$ cat src/rtl/seg7_pkg.sv
// seg7_pkg: 7-segment codes and scan helpers shared by the
// display driver and the scan-side decoder.
package seg7_pkg;

   localparam logic [7:0] SEG_BLANK = 8'hFF;
   localparam logic [3:0] AN_IDLE   = 4'hF;

   // Active-low {dp,g,f,e,d,c,b,a}, dp dark
   localparam logic [7:0] SEG_0 = 8'hC0;
   localparam logic [7:0] SEG_1 = 8'hF9;
   localparam logic [7:0] SEG_2 = 8'hA4;
   localparam logic [7:0] SEG_3 = 8'hB0;
   localparam logic [7:0] SEG_4 = 8'h99;
   localparam logic [7:0] SEG_5 = 8'h92;
   localparam logic [7:0] SEG_6 = 8'h82;
   localparam logic [7:0] SEG_7 = 8'hF8;
   localparam logic [7:0] SEG_8 = 8'h80;
   localparam logic [7:0] SEG_9 = 8'h90;
   localparam logic [7:0] SEG_A = 8'h88;
   localparam logic [7:0] SEG_B = 8'h83;
   localparam logic [7:0] SEG_C = 8'hC6;
   localparam logic [7:0] SEG_D = 8'hA1;
   localparam logic [7:0] SEG_E = 8'h86;
   localparam logic [7:0] SEG_F = 8'h8E;

   localparam logic [15:0][7:0] SEG_LUT = {
      SEG_F, SEG_E, SEG_D, SEG_C,
      SEG_B, SEG_A, SEG_9, SEG_8,
      SEG_7, SEG_6, SEG_5, SEG_4,
      SEG_3, SEG_2, SEG_1, SEG_0
   };

   typedef struct packed {
      logic [3:0][3:0] dig;
      logic [3:0]      dp;
   } frame_t;

   function automatic logic an_onehot(input logic [3:0] an);
      return (an == 4'hE) || (an == 4'hD) ||
             (an == 4'hB) || (an == 4'h7);
   endfunction

   function automatic logic [1:0] an_index(input logic [3:0] an);
      logic [1:0] idx;
      case (an)
         4'hD:    idx = 2'd1;
         4'hB:    idx = 2'd2;
         4'h7:    idx = 2'd3;
         default: idx = 2'd0;
      endcase
      return idx;
   endfunction

endpackage

$ cat src/rtl/seg7_decode.sv
// seg7_decode: inverse segment LUT, maps the seven segment
// lines (dp excluded) back to a hex nibble.
module seg7_decode
   import seg7_pkg::*;
(
   input  logic [6:0] seg,
   output logic       hit,
   output logic [3:0] nibble
);

   always_comb begin
      hit    = 1'b0;
      nibble = 4'h0;
      for (int i = 0; i < 16; i++) begin
         if (seg == SEG_LUT[i][6:0]) begin
            hit    = 1'b1;
            nibble = 4'(i);
         end
      end
   end

endmodule

$ cat src/rtl/seg_scan_decoder.sv
// seg_scan_decoder: samples a scanned active-low 4-digit bus
// and publishes the hex value once the frame is stable.
module seg_scan_decoder
   import seg7_pkg::*;
#(
   parameter int SETTLE        = 4,
   parameter int STABLE_FRAMES = 2,
   parameter int TIMEOUT       = 1 << 20
) (
   input  logic        clk,
   input  logic        rst,
   input  logic [3:0]  AN,
   input  logic [7:0]  SEGMENT,
   output logic [15:0] value,
   output logic [3:0]  point,
   output logic        value_valid,
   output logic        update,
   output logic        err
);

   localparam int TW = $clog2(TIMEOUT + 1);
   localparam logic [7:0]    SAMPLE_AT = 8'(SETTLE - 1);
   localparam logic [3:0]    MATCH_MAX = 4'(STABLE_FRAMES);
   localparam logic [TW-1:0] TO_MAX    = TW'(TIMEOUT);

   logic [3:0]      an_q, an_d;
   logic [7:0]      seg_q, seg_d;
   logic [7:0]      cnt_q, cnt_d;
   logic [3:0]      seen_q, seen_d;
   logic [3:0][3:0] dig_q, dig_d;
   logic [3:0]      dps_q, dps_d;
   frame_t          prev_q, prev_d;
   logic [3:0]      match_q, match_d;
   logic [TW-1:0]   to_q, to_d;
   logic [15:0]     value_q, value_d;
   logic [3:0]      point_q, point_d;
   logic            valid_q, valid_d;
   logic            update_q, update_d;
   logic            err_q, err_d;
   logic            done_q, done_d;

   logic       hit;
   logic [3:0] nibble;
   logic       at_pt;
   logic       sample;
   logic       discard;
   logic       complete;
   logic [1:0] idx;
   frame_t     cur;

   seg7_decode u_dec (
      .seg    (seg_q[6:0]),
      .hit    (hit),
      .nibble (nibble)
   );

   always_comb begin
      an_d     = AN;
      seg_d    = SEGMENT;
      cnt_d    = cnt_q;
      seen_d   = seen_q;
      dig_d    = dig_q;
      dps_d    = dps_q;
      prev_d   = prev_q;
      match_d  = match_q;
      to_d     = to_q;
      value_d  = value_q;
      point_d  = point_q;
      valid_d  = valid_q;
      update_d = 1'b0;
      err_d    = 1'b0;
      done_d   = done_q;
      complete = 1'b0;
      discard  = 1'b0;
      idx      = an_index(an_q);
      cur.dig  = dig_q;
      cur.dp   = dps_q;

      // Counter restarts on the same edge an_q takes a new code
      if (AN != an_q) begin
         cnt_d = '0;
      end else if (cnt_q != 8'hFF) begin
         cnt_d = cnt_q + 8'd1;
      end

      at_pt  = (cnt_q == SAMPLE_AT);
      sample = at_pt && an_onehot(an_q);

      if (at_pt && !an_onehot(an_q) && an_q != AN_IDLE) begin
         discard = 1'b1;
      end
      if (sample && !hit) begin
         discard = 1'b1;
      end

      if (sample && hit) begin
         cur.dig[idx] = nibble;
         cur.dp[idx]  = ~seg_q[7];
         dig_d        = cur.dig;
         dps_d        = cur.dp;
         seen_d       = seen_q | (4'b0001 << idx);
         complete     = (seen_d == 4'hF);
      end

      if (discard) begin
         seen_d  = '0;
         match_d = '0;
         err_d   = 1'b1;
      end

      if (complete) begin
         seen_d = '0;
         prev_d = cur;
         to_d   = '0;
         if (cur != prev_q) begin
            match_d = 4'd1;
         end else if (match_q != MATCH_MAX) begin
            match_d = match_q + 4'd1;
         end
      end else if (to_q != TO_MAX) begin
         to_d = to_q + TW'(1);
      end

      if (to_d == TO_MAX) begin
         valid_d = 1'b0;
      end

      if (complete && match_d == MATCH_MAX) begin
         value_d  = cur.dig;
         point_d  = cur.dp;
         valid_d  = 1'b1;
         done_d   = 1'b1;
         update_d = !done_q || (cur.dig != value_q) ||
                    (cur.dp != point_q);
      end
   end

   always_ff @(posedge clk) begin
      if (rst) begin
         an_q     <= AN_IDLE;
         seg_q    <= SEG_BLANK;
         cnt_q    <= '0;
         seen_q   <= '0;
         dig_q    <= '0;
         dps_q    <= '0;
         prev_q   <= '0;
         match_q  <= '0;
         to_q     <= '0;
         value_q  <= '0;
         point_q  <= '0;
         valid_q  <= 1'b0;
         update_q <= 1'b0;
         err_q    <= 1'b0;
         done_q   <= 1'b0;
      end else begin
         an_q     <= an_d;
         seg_q    <= seg_d;
         cnt_q    <= cnt_d;
         seen_q   <= seen_d;
         dig_q    <= dig_d;
         dps_q    <= dps_d;
         prev_q   <= prev_d;
         match_q  <= match_d;
         to_q     <= to_d;
         value_q  <= value_d;
         point_q  <= point_d;
         valid_q  <= valid_d;
         update_q <= update_d;
         err_q    <= err_d;
         done_q   <= done_d;
      end
   end

   assign value       = value_q;
   assign point       = point_q;
   assign value_valid = valid_q;
   assign update      = update_q;
   assign err         = err_q;

endmodule

$ cat config.mk
export PLATFORM = sky130hd
export DESIGN_NAME = seg_scan_decoder
export DESIGN_NICKNAME = d
export VERILOG_FILES = /design/src/rtl/seg7_pkg.sv /design/src/rtl/seg7_decode.sv /design/src/rtl/seg_scan_decoder.sv
export SDC_FILE = /design/constraint.sdc
export NUM_CORES = 1
export LEC_CHECK = 0
export CAP_MARGIN = 20
export CORE_MARGIN = 3
export CORE_UTILIZATION = 30
export CTS_CLUSTER_DIAMETER = 30
export DETAILED_ROUTE_END_ITERATION = 10
export GPL_ROUTABILITY_DRIVEN = 0
export PLACE_DENSITY_LB_ADDON = 0.2
export SLEW_MARGIN = 20
export SYNTH_ARGS = -nofsm -noshare
export SYNTH_HDL_FRONTEND = slang
export SYNTH_SLANG_ARGS = --single-unit
$ cat constraint.sdc
create_clock -name clk -period 9 [get_ports clk]
set_input_delay 2.7 -clock clk [delete_from_list [all_inputs] [get_ports clk]]
set_output_delay 2.7 -clock clk [all_outputs]
set_load 0.05 [all_outputs]
==> impl_summary.md <==
Outcome
The run finished with clean final reports.

Cells and area
Registers take 0.00226 sq mm. The layout-stage area growth over the synthesis result is 16.9%. Counting the fill cells in the layout gives 2217.

The number of nets at the end of the flow is 775. The total non-filler cell area in the finished layout is 0.00755 sq mm. The ratio of cells with drive above 1 in the final layout is 0.132. The count of inserted antenna diode cells is 0. The area used by multi-input combinational logic is 0.00396 sq mm.

Leaving out fill and tap cells, the most frequent cell in the layout is dfxtp_1. In the layout the commonest cells are dfxtp_1 (113), nor2_1 (101), nand2_1 (36).

Worst setup path
The maximum fanout encountered on the critical timing path is 21. The setup path with the least slack is of type reg -> reg. The worst setup path is launched from a flip-flop. The sort of element at the end of the critical path is a flip-flop. For flop-to-flop paths, the worst setup slack is 4.23 ns.

The worst endpoint data arrival time is 5.07 ns. STA puts the critical path data required time at 9.31 ns.

Floorplanning
The area enclosed by the die boundary is 0.0233 sq mm. 37 I/O pins were placed. The number of placement rows is 53. The initial core utilization is 0.306. The core region is 0.0211 sq mm.

The die is 153 um wide. The chip height is 153 um.

Placed design
The number of buffer cells added on primary ports is 36. Summing all placed instances gives a cell area of 0.00700 sq mm. Once detailed placement completed, the half-perimeter wirelength came to 12.2 mm.

Timing
Setup repair after global routing left no endpoint under its margin. The setup-violating endpoint count in the final report is 0. Headroom to the max-slew limit came out at 0.314. The setup TNS after final layout is 0 ns.

After layout, the minimum clock period comes to 4.77 ns. The count of endpoints failing hold in the final timing report is 0. The max-slew violation count is 0.

The maximum operating frequency is 0.210 GHz. At the pin with the least slew margin, the transition time is 1.03 ns. Between clock sinks in the finished design, the worst skew comes to 0.0252 ns.

The final worst-path cycle share is 0.530.

Synthesis
The Yosys step of the flow raised 0 warnings. The number of enable-type register cells in the synthesized netlist is 0. The share of the Yosys chip area taken by registers is 0.350.

A synthesized cell averages 8.76 sq um. The fraction of the mapped netlist area in compound gates came to 0.162. The unique cell type count in the Yosys netlist is 83. After synthesis, the largest family of logic cells by area is simple AND/OR/NAND/NOR gates. After synthesis, the share of cell area in mux cells is 0.0682.

The combined area of all synthesized cells is 0.00646 sq mm. For this run, the leading register cell type out of synthesis is dfxtp_1. Of the total synthesized cell area, the portion taken by XOR and XNOR cells is 0.0800. Of the total synthesized cell area, the portion taken by AND, OR, NAND and NOR gates is 0.289. The cell taking the most area after synthesis is dfxtp_1. The number of synthesized register bits is 113. The share of synthesized flip-flops with an asynchronous set or reset is 0.

After technology mapping, the gate count stands at 737. The synthesized net count is 756. The share of synthesized area in the top cell type comes to 0.350. Of the total synthesized cell area, the portion taken by full adders, half adders and majority gates is 0.0112. Sorting the synthesized cells by area gives the leading types as dfxtp_1 (35%), nor2_1 (5.9%), mux2_4 (4.2%).

Clock tree
The TritonCTS buffer count is 17. Buffers added to address setup during post-CTS repair amount to 0. The maximum clock path buffer count is 2.

Clock-pin slew was measured on the worst setup and hold paths at 0.05 ns. The hold buffer count at CTS is 0. The CTS tree is done. The post-CTS resize count is 0. The number of sinks handled by clock tree synthesis is 113. The clock latency at the later pin of the worst-skew pair is 0.43 ns.

The library cell used as clock root buffer is clkbuf_16. The H-tree depth reported by CTS is 4.

Route
In the routed design, unresolved DRC markers number 0. In this run, the number of DRC markers left after iteration 0 of detailed routing was 340. The average wire per cell in the routed design is 16.4 um.

The detailed-routing iteration count for the pre-antenna-repair pass is 5. Once detail routing completed, the nets flagged for antenna violations numbered 0. For this block, the via count after detailed routing is 5326.

Dividing the detail-routed via count by the number of cells gives 5.12. The routed wire length is 17.1 mm.

Pwr
The internal power contribution is 0.000926 W. The share of total power dissipated in the clock network is 0.534. The switching component of the power is 0.000283 W. The combinational fraction of design power is 0.037.

The leakage dissipation is 2.72 nW. The proportion of power drawn by flip-flops and latches is 0.428. The worst voltage drop across the vdd grid is 0.101 mV. For this design the ratio of total power to cell area is 160 mW/mm^2. The switching part of the total is 0.234.

Global routing
The number of global-route vias before repair is 5149. The first global-routing pass estimated 27.9 mm of wire. The global-route usage over all layers is 0.147. The pin count of the biggest net entering global routing is 70. The initial antenna violation count came to 0. The remaining global-route overflow is 0.

Run
The tool flagged a number of max-cap violations equal to 0.

Hold path
The min-delay analysis places its worst path in the category reg -> reg.
## cells by family (layout without fill, tap and decap cells)
| kind of cell | Yosys count | in the layout |
|---|---|---|
| AND/OR/NAND/NOR | 335 | 335 |
| AO/OA/AOI/OAI | 134 | 134 |
| flip-flops | 113 | 113 |
| XOR/XNOR | 59 | 59 |
| buffers and inverters | 56 | 85 |
| multiplexers | 34 | 34 |
| adder cells (fa/ha/maj) | 6 | 6 |
## cells in the mapped netlist, types with 5 or more instances
cell type,n
nand2_1,36
nand4_1,18
nor3_1,24
nor4_1,5
o211ai_1,6
nand2b_1,12
nor2b_1,26
or3_1,10
nor2_1,101
or2_2,19
a21oi_1,26
o31ai_1,8
o21ai_0,17
xor2_1,29
buf_2,7
and3_1,12
a31oi_1,7
inv_1,17
dfxtp_1,113
or4_1,5
a211oi_1,9
xnor2_1,30
o21a_1,6
ha_1,5
mux2_4,18
mux2i_1,12
clkbuf_1,25
o22ai_1,5
nand3_1,21
## worst max-delay path, cell delays in order (launching register included)
cell       delay [ns]
dfxtp_1          0.65
nand4bb_1        0.26
nor4_1           0.61
nor3_2           0.31
a31oi_2          0.68
mux2i_2          0.40
xnor2_1          0.12
a2111oi_2        0.34
and3_2           0.30
nand4_4          0.47
mux2_4           0.49
## power by group through the flow
stage | combinational [W] | sequential, W | clock, W
2_1_floorplan | 0.0000397 | 0.000519 | 0
3_3_place_gp | 0.0000452 | 0.000528 | 0
3_5_place_dp | 0.0000450 | 0.000528 | 0
4_1_cts | 0.0000453 | 0.000518 | 0.000668
5_1_grt | 0.0000502 | 0.000519 | 0.000690
6_report | 0.0000450 | 0.000518 | 0.000646
## per-stage QoR
step	cells	hold slack (ns)	setup slack, ns	power [W]	utilization
4_1_cts	1041	0.449	4.18	0.00123	0.358
3_5_place_dp	1012	0.441	4.20	0.000573	0.332
3_3_place_gp	1012	0.444	4.31	0.000574	0.332
6_report	1041	0.446	4.23	0.00121	0.358
2_1_floorplan	737	0.426	5.24	0.000559	-
5_1_grt	1041	0.477	3.79	0.00126	0.358
## registers in the layout (all words and copies together) (netlist names)
name and count:
to_q 21, prev_q 20, dig_q 16, value 16
cnt_q 8, seg_q 8, an_q 4, dps_q 4
match_q 4, point 4, seen_q 4, done_q 1
err 1, update 1, value_valid 1
## layer usage
layer | track usage | wire, um | up-vias
met3 | 0.0287 | 549 | 18
met1 | 0.216 | 8950 | 2502
met2 | 0.215 | 7330 | 110
li1 | - | - | 2696
met5 | 0 | 0 | -
met4 | 0.0475 | 260 | 0
## worst paths after layout
check,from,end,cells past startpoint
worst max register to register,seg_q[4]$_SDFF_PP1_,value[10]$_SDFFE_PP0P_,10
worst max-delay path,seg_q[4]$_SDFF_PP1_,value[10]$_SDFFE_PP0P_,10
worst min-delay path,done_q$_SDFFE_PP0P_,done_q$_SDFFE_PP0P_,2
worst min register to register,done_q$_SDFFE_PP0P_,done_q$_SDFFE_PP0P_,2
## area by class of cell
class	instances	area share
Inverter	17	0.00845
Clock buffer	19	0.0573
Timing Repair Buffer	39	0.0500
Multi-Input combinational cell	568	0.524
Tap cell	275	0.0456
Sequential cell	113	0.300
Clock inverter	10	0.0154
No activity file was read; power rests on OpenSTA's default activity.
